`config.mk`:
```
export PLATFORM = sky130hd
export DESIGN_NAME = fifo_wr_arbiter_flat
export DESIGN_NICKNAME = d
export VERILOG_FILES = /design/src/rtl/fifo_wr_arbiter_pkg.sv /design/src/rtl/fifo_wr_arbiter_if.sv /design/src/rtl/fifo_wr_arbiter_pick.sv /design/src/rtl/fifo_wr_arbiter.sv /design/src/flat_wrapper.sv
export SDC_FILE = /design/constraint.sdc
export NUM_CORES = 1
export LEC_CHECK = 0
export CAP_MARGIN = 20
export CORE_MARGIN = 3
export CORE_UTILIZATION = 41
export CTS_CLUSTER_SIZE = 14
export DETAILED_ROUTE_END_ITERATION = 12
export GPL_ROUTABILITY_DRIVEN = 0
export PLACE_DENSITY_LB_ADDON = 0.2
export SYNTH_ARGS = -nofsm -noshare
export SYNTH_HDL_FRONTEND = slang
export SYNTH_SLANG_ARGS = --single-unit
```
`constraint.sdc`:
```
create_clock -name clk_i -period 4.1 [get_ports clk_i]
set_input_delay 0.82 -clock clk_i [delete_from_list [all_inputs] [get_ports clk_i]]
set_output_delay 0.82 -clock clk_i [all_outputs]
set_load 0.02 [all_outputs]
```
`src/rtl/fifo_wr_arbiter_pkg.sv`:
```
// Shared types and constants for the FIFO write-port arbiter.
// Latency: n/a (declarations only).
// Backpressure: n/a.
package fifo_wr_arb_pkg;

    typedef enum logic [0:0] {
        IDLE  = 1'b0,
        BURST = 1'b1
    } arb_state_e;

    localparam int NUM_REQ_DEF   = 4;
    localparam int WIDTH_DEF     = 8;
    localparam int MAX_BURST_DEF = 4;
    localparam int CNT_WIDTH_DEF = 8;

    // Index width for a count of n items; never narrower than one bit.
    function automatic int req_idx_w(input int n);
        return (n <= 2) ? 1 : $clog2(n);
    endfunction

endpackage

```
`src/rtl/fifo_wr_arbiter_if.sv`:
```
// Handshake and FIFO-write bundle between producers, arbiter and FIFO.
// Latency: n/a (wires only).
// Backpressure: req_ready_o / fifo_full_i carried as plain signals.
// Optional err_cnt_o exists only when FIFO_WR_ARB_ERR_CNT_EN is defined.
interface fifo_wr_arbiter_if #(
    parameter int NUM_REQ   = 4,
    parameter int WIDTH     = 8,
    parameter int CNT_WIDTH = 8
);
    logic [NUM_REQ-1:0]       req_valid_i;
    logic [NUM_REQ*WIDTH-1:0] req_data_i;
    logic [NUM_REQ-1:0]       req_last_i;
    logic [NUM_REQ-1:0]       req_ready_o;
    logic [NUM_REQ-1:0]       grant_o;
    logic                     busy_o;
    logic                     fifo_full_i;
    logic                     fifo_wr_error_i;
    logic                     fifo_wr_en_o;
    logic [WIDTH-1:0]         fifo_wdata_o;
`ifdef FIFO_WR_ARB_ERR_CNT_EN
    logic [NUM_REQ*CNT_WIDTH-1:0] err_cnt_o;
`endif

    // Arbiter side.
    modport master (
        input  req_valid_i, req_data_i, req_last_i, fifo_full_i, fifo_wr_error_i,
        output req_ready_o, grant_o, busy_o, fifo_wr_en_o, fifo_wdata_o
`ifdef FIFO_WR_ARB_ERR_CNT_EN
        , output err_cnt_o
`endif
    );

    // Producer / FIFO side.
    modport slave (
        output req_valid_i, req_data_i, req_last_i, fifo_full_i, fifo_wr_error_i,
        input  req_ready_o, grant_o, busy_o, fifo_wr_en_o, fifo_wdata_o
`ifdef FIFO_WR_ARB_ERR_CNT_EN
        , input err_cnt_o
`endif
    );

endinterface

```
`src/rtl/fifo_wr_arbiter_pick.sv`:
```
// Round-robin selector: first valid requester after last_owner, wrapping.
// Latency: combinational.
// Backpressure: none; pure function of valid and last_owner.
module rr_arb_pick #(
    parameter int NUM_REQ = 4,
    parameter int IDX_W   = 2
) (
    input  logic [NUM_REQ-1:0] valid,
    input  logic [IDX_W-1:0]   last_owner,
    output logic [NUM_REQ-1:0] pick,
    output logic [IDX_W-1:0]   pick_idx
);

    logic found;
    int   cand;

    // Scan NUM_REQ positions starting just after last_owner; first hit wins.
    always_comb begin
        pick     = '0;
        pick_idx = '0;
        found    = 1'b0;
        cand     = 0;
        for (int i = 1; i <= NUM_REQ; i++) begin
            cand = int'(last_owner) + i;
            if (cand >= NUM_REQ) begin
                cand = cand - NUM_REQ;
            end
            if (!found && valid[cand]) begin
                found       = 1'b1;
                pick[cand]  = 1'b1;
                pick_idx    = IDX_W'(cand);
            end
        end
    end

endmodule

```
`src/rtl/fifo_wr_arbiter.sv`:
```
// Round-robin arbiter sharing one FIFO write port among NUM_REQ producers (macro: FIFO_WR_ARB_ERR_CNT_EN adds error counters).
// Latency: 1 cycle valid-to-grant; beats pass combinationally to the FIFO, one IDLE bubble per release.
// Backpressure: owner ready = !fifo_full_i, all others 0; no write ever issued while full.
module fifo_wr_arbiter
    import fifo_wr_arb_pkg::*;
#(
    parameter int NUM_REQ   = NUM_REQ_DEF,
    parameter int WIDTH     = WIDTH_DEF,
    parameter int MAX_BURST = MAX_BURST_DEF,
    parameter int CNT_WIDTH = CNT_WIDTH_DEF
) (
    input  logic           clk_i,
    input  logic           rst_i,
    fifo_wr_arbiter_if.master bus
);

    localparam int IDX_W = req_idx_w(NUM_REQ);
    localparam int BC_W  = req_idx_w(MAX_BURST);

    localparam logic [0:0] S_IDLE  = IDLE;
    localparam logic [0:0] S_BURST = BURST;

    logic [0:0]         state;
    logic [IDX_W-1:0]   owner;
    logic [IDX_W-1:0]   last_owner;
    logic [BC_W-1:0]    beat_cnt;

    logic [NUM_REQ-1:0] pick;
    logic [IDX_W-1:0]   pick_idx;
    logic               any_pick;

    logic               in_burst;
    logic               owner_vld;
    logic               owner_last;
    logic [WIDTH-1:0]   owner_data;
    logic               beat;
    logic               burst_end;
    logic               release_burst;

    rr_arb_pick #(
        .NUM_REQ (NUM_REQ),
        .IDX_W   (IDX_W)
    ) u_pick (
        .valid      (bus.req_valid_i),
        .last_owner (last_owner),
        .pick       (pick),
        .pick_idx   (pick_idx)
    );

    assign any_pick = |pick;

    // Outputs are forced quiet while reset is asserted, even mid-burst.
    assign in_burst   = (state == S_BURST) && !rst_i;
    assign owner_vld  = bus.req_valid_i[owner];
    assign owner_last = bus.req_last_i[owner];
    assign owner_data = bus.req_data_i[owner*WIDTH +: WIDTH];

    assign beat          = in_burst && owner_vld && !bus.fifo_full_i;
    assign burst_end     = (beat_cnt == BC_W'(MAX_BURST - 1));
    assign release_burst = in_burst && (!owner_vld || (beat && (owner_last || burst_end)));

    // Grant/ready fan-out and the zero-buffer write path to the FIFO.
    always_comb begin
        bus.grant_o      = '0;
        bus.req_ready_o  = '0;
        if (in_burst) begin
            bus.grant_o[owner]     = 1'b1;
            bus.req_ready_o[owner] = !bus.fifo_full_i;
        end
        bus.busy_o       = in_burst;
        bus.fifo_wr_en_o = beat;
        bus.fifo_wdata_o = beat ? owner_data : '0;
    end

    // IDLE/BURST sequencing with round-robin pointer and burst beat counter.
    always_ff @(posedge clk_i) begin
        if (rst_i) begin
            state      <= S_IDLE;
            owner      <= '0;
            last_owner <= IDX_W'(NUM_REQ - 1);
            beat_cnt   <= '0;
        end else if (state == S_IDLE) begin
            if (any_pick) begin
                state    <= S_BURST;
                owner    <= pick_idx;
                beat_cnt <= '0;
            end
        end else begin
            if (release_burst) begin
                state      <= S_IDLE;
                last_owner <= owner;
                beat_cnt   <= '0;
            end else if (beat) begin
                beat_cnt <= beat_cnt + 1'b1;
            end
        end
    end

`ifdef FIFO_WR_ARB_ERR_CNT_EN
    logic [IDX_W-1:0]     last_wr_idx;
    logic                 last_wr_vld;
    logic [CNT_WIDTH-1:0] err_cnt [NUM_REQ];

    // The FIFO flags a rejected write one cycle late, so blame the previous beat's owner.
    always_ff @(posedge clk_i) begin
        if (rst_i) begin
            last_wr_idx <= '0;
            last_wr_vld <= 1'b0;
            for (int k = 0; k < NUM_REQ; k++) begin
                err_cnt[k] <= '0;
            end
        end else begin
            last_wr_idx <= owner;
            last_wr_vld <= beat;
            if (bus.fifo_wr_error_i && last_wr_vld && (err_cnt[last_wr_idx] != '1)) begin
                err_cnt[last_wr_idx] <= err_cnt[last_wr_idx] + 1'b1;
            end
        end
    end

    // Flatten counters onto the output bus; zero while reset is held.
    always_comb begin
        bus.err_cnt_o = '0;
        for (int k = 0; k < NUM_REQ; k++) begin
            bus.err_cnt_o[k*CNT_WIDTH +: CNT_WIDTH] = rst_i ? '0 : err_cnt[k];
        end
    end
`endif

endmodule

```
`src/flat_wrapper.sv`:
```
// flat-port wrapper written by rule: the top's interface ports become plain ports
module fifo_wr_arbiter_flat import fifo_wr_arb_pkg::*;
#(
    parameter int NUM_REQ   = NUM_REQ_DEF,
    parameter int WIDTH     = WIDTH_DEF,
    parameter int MAX_BURST = MAX_BURST_DEF,
    parameter int CNT_WIDTH = CNT_WIDTH_DEF
)
  (clk_i, rst_i, bus_req_valid_i, bus_req_data_i, bus_req_last_i, bus_fifo_full_i, bus_fifo_wr_error_i, bus_req_ready_o, bus_grant_o, bus_busy_o, bus_fifo_wr_en_o, bus_fifo_wdata_o);
  fifo_wr_arbiter_if #(.NUM_REQ(NUM_REQ), .WIDTH(WIDTH), .CNT_WIDTH(CNT_WIDTH)) bus_i ();
  input  logic clk_i;
  input  logic rst_i;
  input wire logic [$bits(bus_i.req_valid_i)-1:0] bus_req_valid_i;
  input wire logic [$bits(bus_i.req_data_i)-1:0] bus_req_data_i;
  input wire logic [$bits(bus_i.req_last_i)-1:0] bus_req_last_i;
  input wire logic [$bits(bus_i.fifo_full_i)-1:0] bus_fifo_full_i;
  input wire logic [$bits(bus_i.fifo_wr_error_i)-1:0] bus_fifo_wr_error_i;
  output wire logic [$bits(bus_i.req_ready_o)-1:0] bus_req_ready_o;
  output wire logic [$bits(bus_i.grant_o)-1:0] bus_grant_o;
  output wire logic [$bits(bus_i.busy_o)-1:0] bus_busy_o;
  output wire logic [$bits(bus_i.fifo_wr_en_o)-1:0] bus_fifo_wr_en_o;
  output wire logic [$bits(bus_i.fifo_wdata_o)-1:0] bus_fifo_wdata_o;
  assign bus_i.req_valid_i = bus_req_valid_i;
  assign bus_i.req_data_i = bus_req_data_i;
  assign bus_i.req_last_i = bus_req_last_i;
  assign bus_i.fifo_full_i = bus_fifo_full_i;
  assign bus_i.fifo_wr_error_i = bus_fifo_wr_error_i;
  assign bus_req_ready_o = bus_i.req_ready_o;
  assign bus_grant_o = bus_i.grant_o;
  assign bus_busy_o = bus_i.busy_o;
  assign bus_fifo_wr_en_o = bus_i.fifo_wr_en_o;
  assign bus_fifo_wdata_o = bus_i.fifo_wdata_o;
  fifo_wr_arbiter #(.NUM_REQ(NUM_REQ), .WIDTH(WIDTH), .MAX_BURST(MAX_BURST), .CNT_WIDTH(CNT_WIDTH)) u_core (.clk_i(clk_i), .rst_i(rst_i), .bus(bus_i));
endmodule
```
== Word-level counts from Yosys, hierarchy flattened ==
Cells that the tools add are included.
W data, S select, Z words.
Storage, ports and cells
  input bits: 44
  bits in registers: 7
  word-level logic and storage cells: 112
  output and inout port bits: 18
Cells by class
  reduce and logical (&&, ||, !) cells: 26
  mux-type cells: 51
  eq/ne operators: 2
  add/sub/neg operators: 9
  $lt $le $gt $ge: 14
  shift operators: 1
  bitwise gates (word level): 5
Operators with widths (number)
  $ge A32 B1 Y1 const B: 4
  $lt A32 B4 Y1 const B: 4
  $mux W32: 4
  $ge A32 B4 Y1 const B: 1
  $shiftx A32 B6 Y8: 1
  $sub A32 B4 Y32 const B: 1
  $mux W4: 6
  $mux W1: 21
  $mux W2: 8
  $logic_and A1 B1 Y1: 13
  $bmux W1 S2: 6
  $or A4 B4 Y4: 3
  $demux W1 S2: 5
  $mux W8: 1
  $sub A3 B3 Y4 const B: 2
  $add A2 B2 Y3 const B: 2
  $ge A3 B3 Y1 const B: 2
  $logic_not A1 Y1: 6
  $reduce_and A2 Y1: 3
  $sub A4 B3 Y5 const B: 1
  $add A2 B3 Y4 const B: 1
  $and A4 B4 Y4: 1
  $ge A4 B3 Y1 const B: 1
  $reduce_or A4 Y1: 1
  other kinds (9): 10

== Longest topological paths before layout ==
Gate-level depths: netlist of run 1.
  word-level depth: 19
  gate-level depth with buffers: 9
  depth with buffers taken out: 7

== By module ==
From an unflattened synthesis of run 1, not the netlist that was laid out.
Unflattened totals
  cells, all modules: 135
  area total of the unflattened synthesis: 1208.7 µm²
Modules (own cells, without submodules)
  fifo_wr_arbiter: sequential area each 140.1 µm², cells each 79, times used 1, area each 740.7 µm²
  rr_arb_pick: sequential area each 0.0 µm², cells each 56, times used 1, area each 467.9 µm²

== Worst setup path before layout of run 1 ==
Ideal clock, no wire load.
  path kind: input to output
  from: in rst_i
  to: out bus_req_ready_o[0]
  stages on the path: 4
  data arrival time: 1.814 ns
  path slack: 1.466 ns
  path through: inv_1 nand2_1 or2_2 nor3_1
On the way
  word-level cells in the longest chain between the ends: 3
Ends and longest elaborated chain
  start: declaration: RTL line flat_wrapper.sv:12  | input logic rst_i;
  $logic_not A1 Y1: RTL line fifo_wr_arbiter.sv:53  | assign in_burst = (state == S_BURST) && !rst_i;
  $logic_and A1 B1 Y1: RTL line fifo_wr_arbiter.sv:53
  $mux W4: RTL line fifo_wr_arbiter.sv:66  | if (in_burst) begin
  end: declaration: RTL line flat_wrapper.sv:18  | output wire logic [$bits(bus_i.req_ready_o)-1:0] bus_req_ready_o;
Every way passes these cells.

== Final worst setup path of run 1 ==
  from: in rst_i
  to: out bus_fifo_wdata_o[1]
On the way
  word-level cells in the longest chain between the ends: 5
Ends and longest elaborated chain
  $logic_not A1 Y1: RTL line fifo_wr_arbiter.sv:53
  $logic_and A1 B1 Y1: RTL line fifo_wr_arbiter.sv:53
  $logic_and A1 B1 Y1 (2 in series): RTL line fifo_wr_arbiter.sv:58  | assign beat = in_burst && owner_vld && !bus.fifo_full_i;
  $mux W8: RTL line fifo_wr_arbiter.sv:72  | bus.fifo_wdata_o = beat ? owner_data : '0;
  end: declaration: RTL line flat_wrapper.sv:22  | output wire logic [$bits(bus_i.fifo_wdata_o)-1:0] bus_fifo_wdata_o;
Every way passes these cells.

==> results of run 1 <==
==> kinds of logic (layout without fill, tap and decap cells) <==
family	count (synthesis)	after routing	share of synthesized area, %
muxes	14	14	27.3
buffers and inverters	15	70	8.46
DFF	7	7	13.2
adders and majority gates	9	9	10.6
AOI/OAI and AO/OA	22	22	13.7
and+or+nand+nor	53	53	26.8
==> worst max-delay path by stage <==
stage | start | endpoint | slack, ps | cells past startpoint
after global placement | rst_i | bus_fifo_wdata_o[2] | 360 | 6
after CTS | rst_i | bus_fifo_wdata_o[1] | 330 | 6
after global routing | rst_i | bus_fifo_wdata_o[1] | 180 | 6
after floorplan | rst_i | bus_req_ready_o[0] | 1470 | 4
final | rst_i | bus_fifo_wdata_o[1] | 320 | 6
after detailed placement | rst_i | bus_fifo_wdata_o[1] | 330 | 6
==> state kept, by name, indices dropped and copies added, names as in the netlist <==
register	count
u_core.beat_cnt	2
u_core.last_owner	2
u_core.owner	2
u_core.state	1
==> metal layers <==
| metal | routed length, um | share of wire (%) | vias to the layer above |
|---|---|---|---|
| li1 | - | - | 562 |
| met1 | 1250 | 38 | 577 |
| met2 | 1760 | 53 | 47 |
| met3 | 267 | 8.1 | 3 |
| met4 | 19 | 0.58 | 0 |
| met5 | 0 | 0 | - |
==> layout make-up <==
type / instances / area (sq um)
multi-input combinational: 98 / 835
fill: 180 / 677
timing repair buffer: 61 / 608
sequential: 7 / 140
tap: 28 / 35.0
clock buffer: 4 / 26.3
inverter: 5 / 18.8
==> report_power, final <==
part	leakage (nW)	switching, W	internal (W)
Sequential	0.0576	0.0000598	0.0000894
Clock	0.0150	0.0000257	0.0000371
Combinational	0.587	0.000223	0.000240
Total	0.660	0.000308	0.000367
==> critical path, delay by kind of cell <==
kind | cells | cell delay [ps]
buffers and inverters | 3 | 1280
AND/OR/NAND/NOR | 3 | 860
==> layout by cell type, fill, tap and decap left out, drive strengths merged, types with 2 or more instances in the layout <==
cell type,n
a211oi,3
a21oi,5
a31oi,3
and3,8
clkbuf,4
clkdlybuf4s50,60
dfxtp,7
ha,9
inv,5
mux2i,2
mux4,11
nand2,8
nand2b,5
nand3,2
nand4,2
nor2,13
nor2b,2
nor3,3
nor4,3
o21ai,5
or3,2
==> metrics by stage <==
step                setup slack, ps  cells  hold slack [ps]  area (sq um)
floorplan                      1470    120              443          1060
global placement                365    199              455          1640
detailed placement              327    199              469          1640
CTS                             330    203              479          1660
global route                    180    203              493          1660
finish                          319    203              472          1660
==> impl_metrics.csv, run 1 <==
group,metric,value,unit
placement,hpwl,2.62,mm
drt,drt_iter0_drc,55,
setup_path,r2r-start,"u_core.last_owner[0]$_SDFFE_PP1P_",
sta,rsz0062_at_grt,"false",
setup_path,crit_path_max_incr_delay,610,ps
synthesis,synth.most_common_cell,"nor2_1",
sta,setup_viol,0,
clock_tree,worstSkewPairLatency,260,ps
clock_tree,clkTransAtPathRegs,40,ps
pwr,vdd_ir_drop_max,491,uV
drt,drc,0,
global_routing,grtUsageMet1,22.3,%
flow_run,drv_cap,0,
sta,period_share,92.2,%
placement,io_buffers,60,
synthesis,synth_top_flop_cell,"dfxtp_1",
global_routing,grt_use_met2,35.7,%
clock_tree,numCtsBuffers,3,
die,die_h,57.0,um
setup_path,cp.required,3280,ps
cells_and_area,nets,229,
synthesis,ys_ff_latch,7,
setup_path,crit_arrival,2960,ps
sta,maxSlewHeadroom,45.8,%
synthesis,yosysSeqAreaShare,13.2,%
global_routing,top_usage_layer,"met2",
drt,totalWireLength,3.30,mm
sta,hold_viol,0,
sta,slew_violations,0,
die,die_area,3240,sq um
setup_path,r2r-end,"u_core.owner[1]$_SDFFE_PP0P_",
clock_tree,htree_levels,1,
setup_path,crit_path_start_kind,"input pin",
cells_and_area,drive_above_1_share,10.3,%
pwr,leakage,0.660,nW
synthesis,synth_nets,173,
synthesis,yosysUniqueCellTypes,38,
drt,avgRoutedWirePerCell,16.2,um
drt,vias,1189,
synthesis,ys_warn_count,0,
sta,fin_skew,4.58,ps
clock_tree,cts_num_sinks,7,
clock_tree,clk_path_buf_depth,2,
global_routing,grt_use_met3,5.43,%
synthesis,synthTopCellsByArea,"mux4_2, dfxtp_1, ha_1",
setup_path,rrSetupSlack,1450,ps
synthesis,synth_area,1060,sq um
global_routing,grt_pass1_vias,1033,
cells_and_area,antenna_cells,0,
cells_and_area,area_growth,56.2,%
hold_path,min_to,"u_core.beat_cnt[1]$_SDFFE_PP0P_",
global_routing,globalRouteTotalUtil,19.4,%
sta,fmax,0.264,GHz
setup_path,path_common_cell,"clkdlybuf4s50_1",
die,fp.coreArea,2340,sq um
drt,ant_nets,0,
hold_path,worstHoldPathCells,2,
clock_tree,cts_hold_buf,0,
die,rows,17,
hold_path,hold_class,"register to register",
synthesis,synth_top_cell_by_area,"mux4_2",
global_routing,grt_pass1_wl,5.08,mm
outcome,status,"finished clean",
setup_path,path_max_fanout,9,
synthesis,synthArstFlopShare,0,%
pwr,power_density,406,nW/um^2
synthesis,synthCells,120,
clock_tree,cts-root-buf,"clkbuf_4",
setup_path,path_class,"input pin to primary output",
global_routing,grt_max_degree,18,
sta,worst_pin_slew,812,ps
global_routing,grt.overflow.total,0,
clock_tree,cts_tree,"done",
setup_path,crit_chain,"clkdlybuf4s50_1 > inv_1 > nand2_1 > nor2_1 > and3_1 > clkdlybuf4s50_1",
synthesis,yosysTopAreaCellShare,16.9,%
sta,setup_tns,0,ps
drt,dr.pass1.iters,4,
synthesis,synth-edff-count,0,
setup_path,r2r.worst_path.cells,7,
global_routing,antenna_found_initial,0,
synthesis,synth.avg_cell_area,8.87,sq um
clock_tree,post_cts_buffers,0,
sta,layout_min_cycle_time,3780,ps
synthesis,ys_top_cells_by_count,"nor2_1, ha_1, and3_1, mux4_2, dfxtp_1",
drt,vias_per_cell,5.86,
clock_tree,post_cts_resize_count,0,
setup_path,crit_path_end_kind,"primary output",
setup_path,cp_slowest_cell,"clkdlybuf4s50_1",
pwr,finalPower,0.000675,W
die,num_io_pins,62,
die,initial_utilization,45.5,%
cells_and_area,final_util,71.1,%
hold_path,hp-start,"u_core.beat_cnt[1]$_SDFFE_PP0P_",
die,dieWidth,57.0,um
Power figures use the tool's default switching activity.
==> run 2: changes to the inputs <==
--- a/config.mk
+++ b/config.mk
@@ -12,6 +12,7 @@
 export DETAILED_ROUTE_END_ITERATION = 12
 export GPL_ROUTABILITY_DRIVEN = 0
 export PLACE_DENSITY_LB_ADDON = 0.2
+export SLEW_MARGIN = 20
 export SYNTH_ARGS = -nofsm -noshare
 export SYNTH_HDL_FRONTEND = slang
 export SYNTH_SLANG_ARGS = --single-unit
==> results of run 2 <==
Final layout, timing and power as in run 1 (identical DEF).
==> run 3: changes to the inputs <==
--- a/config.mk
+++ b/config.mk
@@ -7,7 +7,7 @@
 export LEC_CHECK = 0
 export CAP_MARGIN = 20
 export CORE_MARGIN = 3
-export CORE_UTILIZATION = 41
+export CORE_UTILIZATION = 38
 export CTS_CLUSTER_SIZE = 14
 export DETAILED_ROUTE_END_ITERATION = 12
 export GPL_ROUTABILITY_DRIVEN = 0
==> constraint.sdc (replaced) <==
create_clock -name clk_i -period 4.2 [get_ports clk_i]
set_input_delay 0.84 -clock clk_i [delete_from_list [all_inputs] [get_ports clk_i]]
set_output_delay 0.84 -clock clk_i [all_outputs]
set_load 0.02 [all_outputs]
==> impl_metrics.csv, run 3 (synthesized netlist as in run 1, its figures left out) <==
group,metric,value,unit
outcome,status,"finished clean",
placement,io_buffers,60,
cells_and_area,final_common_cell,"clkdlybuf4s50_1",
setup_path,crit_path_max_incr_delay,610,ps
pwr,power_frac_comb,69.0,%
setup_path,path_buf_inv,3,
sta,maxSlewHeadroom,55.0,%
clock_tree,cts-root-buf,"clkbuf_4",
sta,layout_min_cycle_time,3800,ps
pwr,p_int,0.000363,W
pwr,p_clk_share,9.3,%
drt,avgRoutedWirePerCell,16.1,um
cells_and_area,final_cell_mix,"clkdlybuf4s50_1, nor2_1, ha_1",
cells_and_area,design_area,1680,sq um
hold_path,min_to,"u_core.beat_cnt[1]$_SDFFE_PP0P_",
setup_path,r2r-start,"u_core.last_owner[0]$_SDFFE_PP1P_",
die,die_area,3470,sq um
sta,hold_viol,0,
setup_path,crit_path_start_kind,"input pin",
drt,drc,0,
setup_path,crit_arrival,2960,ps
cells_and_area,multiInputGateArea,835,sq um
clock_tree,htree_levels,1,
clock_tree,post_cts_resize_count,0,
sta,fmax,0.263,GHz
pwr,seqPwrFrac,21.7,%
cells_and_area,nets,231,
hold_path,hold_class,"register to register",
clock_tree,worstSkewPairLatency,260,ps
drt,vias_per_cell,5.72,
setup_path,path_class,"input pin to primary output",
setup_path,crit_chain,"clkdlybuf4s50_1 > inv_1 > nand2_1 > nor2_1 > and3_1 > clkdlybuf4s50_1",
sta,fin_skew,6.72,ps
sta,setup_tns,0,ps
sta,rsz0062_at_grt,"false",
die,fp.coreArea,2570,sq um
global_routing,grt_pass1_vias,1128,
clock_tree,post_cts_buffers,0,
pwr,leakage,0.670,nW
drt,vias,1184,
setup_path,r2r.worst_path.cells,7,
placement,hpwl,2.71,mm
drt,drt_iter0_drc,39,
flow_run,drv_cap,0,
die,num_io_pins,62,
cells_and_area,area_growth,57.8,%
cells_and_area,antenna_cells,0,
setup_path,crit_path_end_kind,"primary output",
sta,hold_slack,474,ps
global_routing,antenna_found_initial,0,
cells_and_area,regArea,140,sq um
pwr,netSwitchingPower,0.000301,W
setup_path,path_max_fanout,9,
pwr,power_density,395,nW/um^2
pwr,netSwitchingFraction,45.3,%
cells_and_area,drive_above_1_share,11.3,%
hold_path,worstHoldPathCells,2,
sta,worst_pin_slew,674,ps
clock_tree,cts_num_sinks,7,
clock_tree,cts_hold_buf,0,
die,die_h,58.9,um
cells_and_area,fill_cells,213,
die,rows,18,
setup_path,cp.required,3360,ps
drt,totalWireLength,3.34,mm
drt,ant_nets,0,
clock_tree,clk_path_buf_depth,2,
clock_tree,numCtsBuffers,3,
clock_tree,cts_tree,"done",
setup_path,r2r-end,"u_core.owner[0]$_SDFFE_PP0P_",
drt,dr.pass1.iters,4,
sta,period_share,90.6,%
global_routing,grt_max_degree,17,
global_routing,globalRouteTotalUtil,18.9,%
global_routing,grt_pass1_wl,5.04,mm
setup_path,path_common_cell,"clkdlybuf4s50_1",
pwr,vdd_ir_drop_max,420,uV
cells_and_area,reg.largest.list,"u_core.beat_cnt x2, u_core.last_owner x2, u_core.owner x2",
die,dieWidth,58.9,um
global_routing,grt.overflow.total,0,
hold_path,hp-start,"u_core.beat_cnt[1]$_SDFFE_PP0P_",
setup_path,cp_slowest_cell,"clkdlybuf4s50_1",
setup_path,crit_family,"buffers and inverters",
sta,slew_violations,0,
die,initial_utilization,41.5,%
placement,place_area,1650,sq um
clock_tree,clkTransAtPathRegs,50,ps
sta,setup_viol,0,
setup_path,rrSetupSlack,1570,ps
-- run 3: area by class of cell --
| type | instances | share of cell area [%] |
|---|---|---|
| multi-input combinational | 98 | 49.7 |
| timing repair buffer | 63 | 37.1 |
| sequential | 7 | 8.34 |
| tap | 30 | 2.23 |
| clock buffer | 4 | 1.56 |
| inverter | 5 | 1.12 |
-- run 3: power groups by stage --
| stage | sequential, W | clock (W) | combinational (W) |
|---|---|---|---|
| after CTS | 0.000144 | 0.0000627 | 0.000460 |
| final | 0.000144 | 0.0000616 | 0.000459 |
| after detailed placement | 0.000146 | 0 | 0.000459 |
| after floorplan | 0.000105 | 0 | 0.000385 |
| after global routing | 0.000151 | 0.0000687 | 0.000504 |
| after global placement | 0.000143 | 0 | 0.000443 |
-- run 3: how the worst max path moves through the flow --
stage	startpoint	to	slack, ps	cells past startpoint
final	rst_i	bus_fifo_wdata_o[2]	400	6
after detailed placement	rst_i	bus_fifo_wdata_o[2]	410	6
after global placement	rst_i	bus_fifo_wdata_o[2]	410	6
after floorplan	rst_i	bus_req_ready_o[0]	1530	4
after CTS	rst_i	bus_fifo_wdata_o[2]	400	6
after global routing	rst_i	bus_fifo_wdata_o[2]	200	6
-- run 3: metrics by stage --
step	util, %	worst slack (ps)	instances	total power [W]
after floorplan	-	1530	120	0.000490
after global placement	64.4	409	203	0.000585
after detailed placement	64.4	410	203	0.000604
after CTS	65.4	396	207	0.000667
after global routing	65.4	204	207	0.000724
final	65.4	397	207	0.000664
-- run 3: worst register-to-register path: cells and delay by family, from the launching register on --
kind | cells | cell delay, ps
adders and majority gates | 1 | 570
muxes | 1 | 400
buffers and inverters | 1 | 280
DFF | 1 | 600
AOI/OAI and AO/OA | 2 | 310
and+or+nand+nor | 2 | 400
-- run 3: per-layer routing --
| metal | GRT usage, % | share of wire (%) | vias up |
|---|---|---|---|
| li1 | - | - | 574 |
| met1 | 25.3 | 46 | 546 |
| met2 | 31.4 | 43 | 58 |
| met3 | 4.61 | 9.8 | 6 |
| met4 | 3.24 | 1.2 | 0 |
| met5 | 0 | 0 | - |
